File: src/rtl/bk_sub_pipe.sv
// bk_sub_pipe: two-stage pipelined subtractor with Brent-Kung prefix carry logic.
//
// Computes in_op1 - in_op2 - in_bin as in_op1 + ~in_op2 + ~in_bin. The lower
// half of the difference is produced in stage S1. The upper half is produced in
// stage S2, using the carry that S1 registered, together with the flags.
// Valid/ready handshakes are used on both sides, and the block sustains one
// transfer per cycle.
//
// Parameters
//   WIDTH      operand/result width; legal values 16, 32, 64
// Ports
//   clk        rising-edge clock
//   rst_n      asynchronous active-low reset
//   in_flush   synchronous clear of both pipeline stages
//   in_valid   upstream operand valid
//   out_ready  block can accept an operand this cycle (combinational)
//   in_op1     minuend
//   in_op2     subtrahend
//   in_bin     borrow in
//   out_valid  result valid to downstream
//   in_ready   downstream accepts the result
//   out_res    difference, modulo 2^WIDTH
//   out_bout   borrow out (unsigned in_op1 < in_op2 + in_bin)
//   out_ovf    signed overflow
//   out_zero   out_res is zero
`timescale 1ns/1ps

module bk_sub_pipe #(
  parameter int WIDTH = 32
) (
  input  logic             clk,
  input  logic             rst_n,
  input  logic             in_flush,
  input  logic             in_valid,
  output logic             out_ready,
  input  logic [WIDTH-1:0] in_op1,
  input  logic [WIDTH-1:0] in_op2,
  input  logic             in_bin,
  output logic             out_valid,
  input  logic             in_ready,
  output logic [WIDTH-1:0] out_res,
  output logic             out_bout,
  output logic             out_ovf,
  output logic             out_zero
);

  localparam int H = WIDTH / 2;

  // H-bit Brent-Kung adder. Returns {carry_out, sum}.
  // The up-sweep builds group generates at power-of-two spans. The down-sweep
  // then fills in the remaining prefixes, so that gg[i] ends up as the carry
  // out of bit i.
  function automatic logic [H:0] bk_add(input logic [H-1:0] a,
                                        input logic [H-1:0] b,
                                        input logic         cin);
    logic [H-1:0] p;
    logic [H-1:0] gg;
    logic [H-1:0] pp;
    logic [H-1:0] s;
    p  = a ^ b;
    gg = a & b;
    pp = p;
    // The carry in is folded into bit 0, so the prefix tree yields true carries.
    gg[0] = gg[0] | (p[0] & cin);
    for (int d = 1; d < H; d = d * 2) begin
      for (int i = 2 * d - 1; i < H; i = i + 2 * d) begin
        gg[i] = gg[i] | (pp[i] & gg[i-d]);
        pp[i] = pp[i] & pp[i-d];
      end
    end
    for (int d = H / 4; d >= 1; d = d / 2) begin
      for (int i = 3 * d - 1; i < H; i = i + 2 * d) begin
        gg[i] = gg[i] | (pp[i] & gg[i-d]);
        pp[i] = pp[i] & pp[i-d];
      end
    end
    s[0] = p[0] ^ cin;
    for (int i = 1; i < H; i++) begin
      s[i] = p[i] ^ gg[i-1];
    end
    return {gg[H-1], s};
  endfunction

  // Pipeline state
  logic             s1_valid;
  logic             s2_valid;
  logic [H-1:0]     s1_lo;
  logic             s1_c;
  logic [H-1:0]     s1_a_hi;
  logic [H-1:0]     s1_b_hi;

  // Handshake control
  logic             s2_en;
  logic             accept;

  // Stage datapath
  logic [H:0]       lo_sum;
  logic [H:0]       hi_sum;
  logic [WIDTH-1:0] res_next;
  logic             ovf_next;

  // S2 can take new data when it is empty or its result leaves this cycle.
  assign s2_en     = !s2_valid || in_ready;
  assign out_ready = !in_flush && (!s1_valid || !s2_valid || in_ready);
  assign accept    = in_valid && out_ready;
  assign out_valid = s2_valid;

  // Subtraction as addition of the inverted subtrahend. A borrow in of 0
  // becomes a carry in of 1.
  assign lo_sum   = bk_add(in_op1[H-1:0], ~in_op2[H-1:0], ~in_bin);
  assign hi_sum   = bk_add(s1_a_hi, ~s1_b_hi, s1_c);
  assign res_next = {hi_sum[H-1:0], s1_lo};
  // Overflow: the operand signs differ, and the result sign differs from the minuend's.
  assign ovf_next = (s1_a_hi[H-1] ^ s1_b_hi[H-1]) & (hi_sum[H-1] ^ s1_a_hi[H-1]);

  // NOTE: sequential state uses non-blocking assignments only, so every
  // register samples the pre-edge values regardless of process ordering.
  always_ff @(posedge clk or negedge rst_n) begin
    if (!rst_n) begin
      s1_valid <= 1'b0;
      s2_valid <= 1'b0;
      out_res  <= '0;
      out_bout <= 1'b0;
      out_ovf  <= 1'b0;
      out_zero <= 1'b0;
    end else if (in_flush) begin
      s1_valid <= 1'b0;
      s2_valid <= 1'b0;
    end else begin
      if (accept) begin
        s1_valid <= 1'b1;
      end else if (s2_en) begin
        s1_valid <= 1'b0;
      end
      if (s2_en) begin
        s2_valid <= s1_valid;
        if (s1_valid) begin
          out_res  <= res_next;
          out_bout <= ~hi_sum[H];
          out_ovf  <= ovf_next;
          out_zero <= (res_next == '0);
        end
      end
    end
  end

  // NOTE: the S1 data registers are deliberately left out of the reset. Their
  // contents are only consumed when s1_valid is set, and leaving them out of
  // the reset keeps the reset fan-out off the wide datapath.
  always_ff @(posedge clk) begin
    if (accept) begin
      s1_lo   <= lo_sum[H-1:0];
      s1_c    <= lo_sum[H];
      s1_a_hi <= in_op1[WIDTH-1:H];
      s1_b_hi <= in_op2[WIDTH-1:H];
    end
  end

endmodule

File: config.mk
export PLATFORM = sky130hd
export DESIGN_NAME = bk_sub_pipe
export DESIGN_NICKNAME = d
export VERILOG_FILES = /design/src/rtl/bk_sub_pipe.sv
export SDC_FILE = /design/constraint.sdc
export NUM_CORES = 1
export LEC_CHECK = 0
export BUFFER_PORTS_ARGS = -buffer_cell sky130_fd_sc_hd__buf_2
export CAP_MARGIN = 20
export CORE_ASPECT_RATIO = 0.75
export CORE_UTILIZATION = 38
export DETAILED_ROUTE_END_ITERATION = 16
export HOLD_SLACK_MARGIN = 0.12
export SLEW_MARGIN = 0
export SYNTH_ARGS = -nofsm -noshare
export SYNTH_HDL_FRONTEND = slang
export SYNTH_SLANG_ARGS = --single-unit
export TNS_END_PERCENT = 20
File: constraint.sdc
create_clock -name clk -period 3.42 [get_ports clk]
set_input_delay 0.171 -clock clk [delete_from_list [all_inputs] [get_ports clk]]
set_output_delay 0.171 -clock clk [all_outputs]
set_load 0.02 [all_outputs]
Word-level counts from Yosys, hierarchy flattened --
Index checks and enable logic that the tools add are counted.
Storage, ports and cells: bits of input ports 70, word-level logic and storage cells 201, output and inout bits 37, register bits after elaboration 86
Cells by class: multiplexer cells 5, reductions and logical operators 12, bitwise gates (word level) 174
Operator list (count):
- 1-bit AND | 77
- 1-bit OR | 54
- 1-bit XOR | 34
- 16-bit AND | 2
- 32-bit logical NOT | 1
- 16-bit NOT | 2
- 16-bit XOR | 2
- 1-bit two-way mux | 5
- 1-bit logical NOT | 3
- 1-bit logical OR | 3
- 1-bit NOT | 3
- 3-bit AND reduction | 1
- 3-bit nonzero test | 1
- 1-bit logical AND | 2
- 2-bit nonzero test | 1

Longest topological paths before layout --
depth after elaboration 19, gate-level depth with buffers 15, gate-level depth less buffers 15

Least setup slack after synthesis --
No wires, ideal clock.
kind flip-flop to flip-flop, start register s1_b_hi[0], end register out_zero, buffers on the path 0, data arrival time 2.997 ns, data required time 3.353 ns, setup time 0.067 ns, path slack 0.356 ns, stages on the path, launching flop included 14, path through edfxtp_1 -> inv_1 -> fa_1 -> inv_1 -> fa_1 -> inv_1 -> a31oi_2 -> o21ai_2 -> a41o_1 -> inv_1 -> fa_1 -> or4b_2 -> nor3_1 -> a32o_1
Between the ends: cells in the longest elaborated chain, start to end 18, elaborated cells between the ends (all ways) 50
RTL lines:
- start, declared | RTL line 90 | logic [H-1:0] s1_b_hi;
- start signal, assigned | RTL line 155 | s1_b_hi <= in_op2[WIDTH-1:H];
- 16-bit NOT (*) | RTL line 111 | assign hi_sum = bk_add(s1_a_hi, ~s1_b_hi, s1_c);
- 16-bit XOR | RTL line 60 | p = a ^ b;
- 1-bit AND | RTL line 64 | gg[0] = gg[0] | (p[0] & cin);
- 1-bit OR | RTL line 64
- 1-bit AND | RTL line 67 | gg[i] = gg[i] | (pp[i] & gg[i-d]);
- 1-bit OR | RTL line 67
- 1-bit AND | RTL line 67
- 1-bit OR | RTL line 67
- (+2 left out)
- 1-bit AND | RTL line 73 | gg[i] = gg[i] | (pp[i] & gg[i-d]);
- 1-bit OR | RTL line 73
- 1-bit AND | RTL line 73
- 1-bit OR | RTL line 73
- 1-bit AND | RTL line 73
- 1-bit OR | RTL line 73
- 1-bit XOR | RTL line 79 | s[i] = p[i] ^ gg[i-1];
- 32-bit logical NOT (*) | RTL line 141 | out_zero <= (res_next == '0);
- end signal, assigned | RTL line 141
- end, declared | RTL line 44 | output logic out_zero
Every way passes the cells marked *; elsewhere a longest branch is shown, timed or not. A chain may end at the register's enable or synchronous reset.

Worst setup path after layout --
Ends and elaborated chain as after synthesis.

==> flow_metrics.env <==
export IMPL_startpoint="s1_b_hi[0]"
export IMPL_n_antenna_cell=0
export IMPL_drv_slew=0
export IMPL_via_count=2906
export IMPL_dieArea_um2=12100
export IMPL_fp_dieW_um=127
export IMPL_insertion_delay_ns=0.34
export IMPL_crit_chain="inv_1 > fa_1 > inv_1 > fa_1 > inv_1 > a31oi_2 > o21ai_2 > a41o_1 > inv_1 > fa_1 > or4b_2 > nor3_1 > a32o_1"
export IMPL_syn_area_um2=4440
export IMPL_via_per_inst=4.61
export IMPL_ys_ff_latch=86
export IMPL_wire_per_inst_um=14.2
export IMPL_crit_path_frequent_cell="inv_1"
export IMPL_final_common_cell="buf_2"
export IMPL_finalCritPeriodShare=0.933
export IMPL_ys_async_sr_fraction=0.430
export IMPL_seq_area_frac_synth=0.540
export IMPL_grt_use_total=0.162
export IMPL_ant_nets=0
export IMPL_io_pins=107
export IMPL_place_gp_congestion=0.781
export IMPL_clock_skew_ns=0.00547
export IMPL_fin_ws_ns=0.229
export IMPL_crit_family="adder cells"
export IMPL_synth_warnings=0
export IMPL_drt_initial_drc_count=161
export IMPL_first_global_vias=2933
export IMPL_synthSimpleGateAreaFrac=0.0645
export IMPL_pre_cts_ws_ns=0.122
export IMPL_worst_pin_slew_ns=0.825
export IMPL_final_cell_mix="buf_2 (106), inv_1 (55), edfxtp_1 (49)"
export IMPL_coreArea_um2=11100
export IMPL_grt_ovfl_total=0
export IMPL_first_pass_iters=4
export IMPL_yosys_area_share_xor_xnor=0.0296
export IMPL_start_util=0.398
export IMPL_p_per_area_nw_per_um2=525
export IMPL_crit_buf_inv=4
export IMPL_dp_cells=578
export IMPL_max_freq_ghz=0.313
export IMPL_final_nets=601
export IMPL_grt_pass1_wl_um=14700
export IMPL_dp_hpwl_um=7040
export IMPL_die_y_um=95.6
export IMPL_outcome="complete, no violations"
export IMPL_setup_viol=0
export IMPL_finalSetupTns_ns=0
export IMPL_crit_arrival_ns=3.46
export IMPL_min_period_ns=3.19
export IMPL_synthAdderAreaFrac=0.160
export IMPL_hold_violations=0
export IMPL_worstReg2RegStart="s1_b_hi[0]"
export IMPL_power_leakage_nw=2.76
export IMPL_slew_headroom=0.450
export IMPL_hold_class="in2reg"
export IMPL_synthMuxAreaShare=0.0676
export IMPL_tritoncts="yes"
export IMPL_slowest_delay_ns=0.58
export IMPL_crit_required_ns=3.69
export IMPL_fin_util=0.516
export IMPL_cts_buffers=9
export IMPL_yosysUniqueCellTypes=44
export IMPL_synth_compound_area_share=0.0755
export IMPL_num_rows=33
export IMPL_synth_nets=452
export IMPL_drc=0
export IMPL_synthFlopType="edfxtp_1"
export IMPL_syn_inst=336
export IMPL_syn_avg_cell_area_um2=13.2
export IMPL_end_kind="register"
export IMPL_drive_gt1_frac=0.306
export IMPL_clk_pin_slew_ns=0.06
export IMPL_finalInstanceArea_um2=5760
export IMPL_port_buffers=106
export IMPL_hold_start="in_ready"
export IMPL_grt_setup_unrepaired="no"
export IMPL_synth_edf_count=49
export IMPL_peakVddDrop_v=0.000303
export IMPL_finalPower_mw=3.02
export IMPL_crit_slowest_cell="or4b_2"
export IMPL_start_kind="register"
export IMPL_crit_fanout=3
export IMPL_grt_max_degree=38
export IMPL_htree_levels=3
export IMPL_timing_hold_ws_ns=0.129
export IMPL_area_growth_pct=29.7
export IMPL_synth_top_family_by_area="adder cells"
export IMPL_clockRootBuffer="clkbuf_16"
export IMPL_placedInstanceArea_um2=5090
export IMPL_layout_cells_non_filler=630
export IMPL_cts_num_sinks=86
export IMPL_routed_wl_um=8960
export IMPL_antenna_found_initial=0
export IMPL_path_class="reg2reg"
export IMPL_clockBufferDepth=2
export IMPL_cap_violations=0
[cells in the mapped netlist, types with 3 or more instances]
library cell / count / area, um^2
nand4_1: 3 / 18.8
edfxtp_1: 49 / 1470
xnor2_1: 9 / 78.8
a21oi_1: 12 / 60.1
nor4_1: 3 / 18.8
ha_1: 28 / 350
nand2_1: 18 / 67.6
mux2_4: 20 / 300
a21o_1: 6 / 45.0
xor2_1: 6 / 52.6
fa_1: 18 / 360
and2_1: 4 / 25.0
dfrtp_1: 37 / 926
inv_1: 55 / 206
nand3_1: 3 / 15.0
nor2_1: 10 / 37.5
o21ai_0: 19 / 95.1
[worst reg2reg max path, delay by kind of cell (launching register included)]
family / cells / cell delay, ns
adder cells (fa/ha/maj): 3 / 1.00
AND/OR/NAND/NOR: 2 / 0.77
AO/OA/AOI/OAI: 4 / 0.73
flip-flops: 1 / 0.35
buffers and inverters: 4 / 0.30
[final timing paths]
check	endpoint	slack (ns)	depth (start not counted)
setup reg to reg	out_zero	0.23	13
hold reg to reg	out_res[17]	0.47	2
max in group asynchronous	out_ovf	2.42	2
hold / removal	out_valid	0.13	4
min in group asynchronous	out_res[0]	0.47	2
setup / recovery	out_zero	0.23	13
[registers in the layout, indices dropped and copies added, names as in the netlist, 16 cells and up]
name / flops
s1_b_hi: 16
s1_a_hi: 16
s1_lo: 16
out_res: 32
[routing by layer]
metal / up-vias / part of all wire / track usage
met2: 65 / 0.45 / 0.261
met5: - / 0 / 0
met1: 1376 / 0.49 / 0.218
met4: 0 / 0.012 / 0.0446
met3: 9 / 0.042 / 0.0426
li1: 1456 / - / -
[final cells by class]
cell class                 instances  area (um^2)
inverter                          55          206
fill                             998         5390
tap                              140          175
timing repair buffer             144          903
clock buffer                      11          233
sequential                        86         2400
clock inverter                     5         75.1
multi-input combinational        189         1770
[cells by family after synthesis]
group,Yosys count
flip-flops,86
buffers and inverters,61
AND/OR/NAND/NOR,55
AO/OA/AOI/OAI,53
adder cells (fa/ha/maj),46
multiplexers,20
XOR/XNOR,15
[power by group]
part,switching (mW),internal [mW],leakage [nW]
registers,0.0778,1.25,0.913
logic,0.367,0.312,1.69
clock network,0.383,0.636,0.153
total,0.828,2.20,2.76
[timing repair]
item	4_1_cts	5_1_grt
hold buffers	35	0
gates resized for setup	0	0
hold endpoints to repair	71	0
endpoints found under the setup margin	0	1
setup buffers	0	1
No activity file was read; power rests on OpenSTA's default activity.
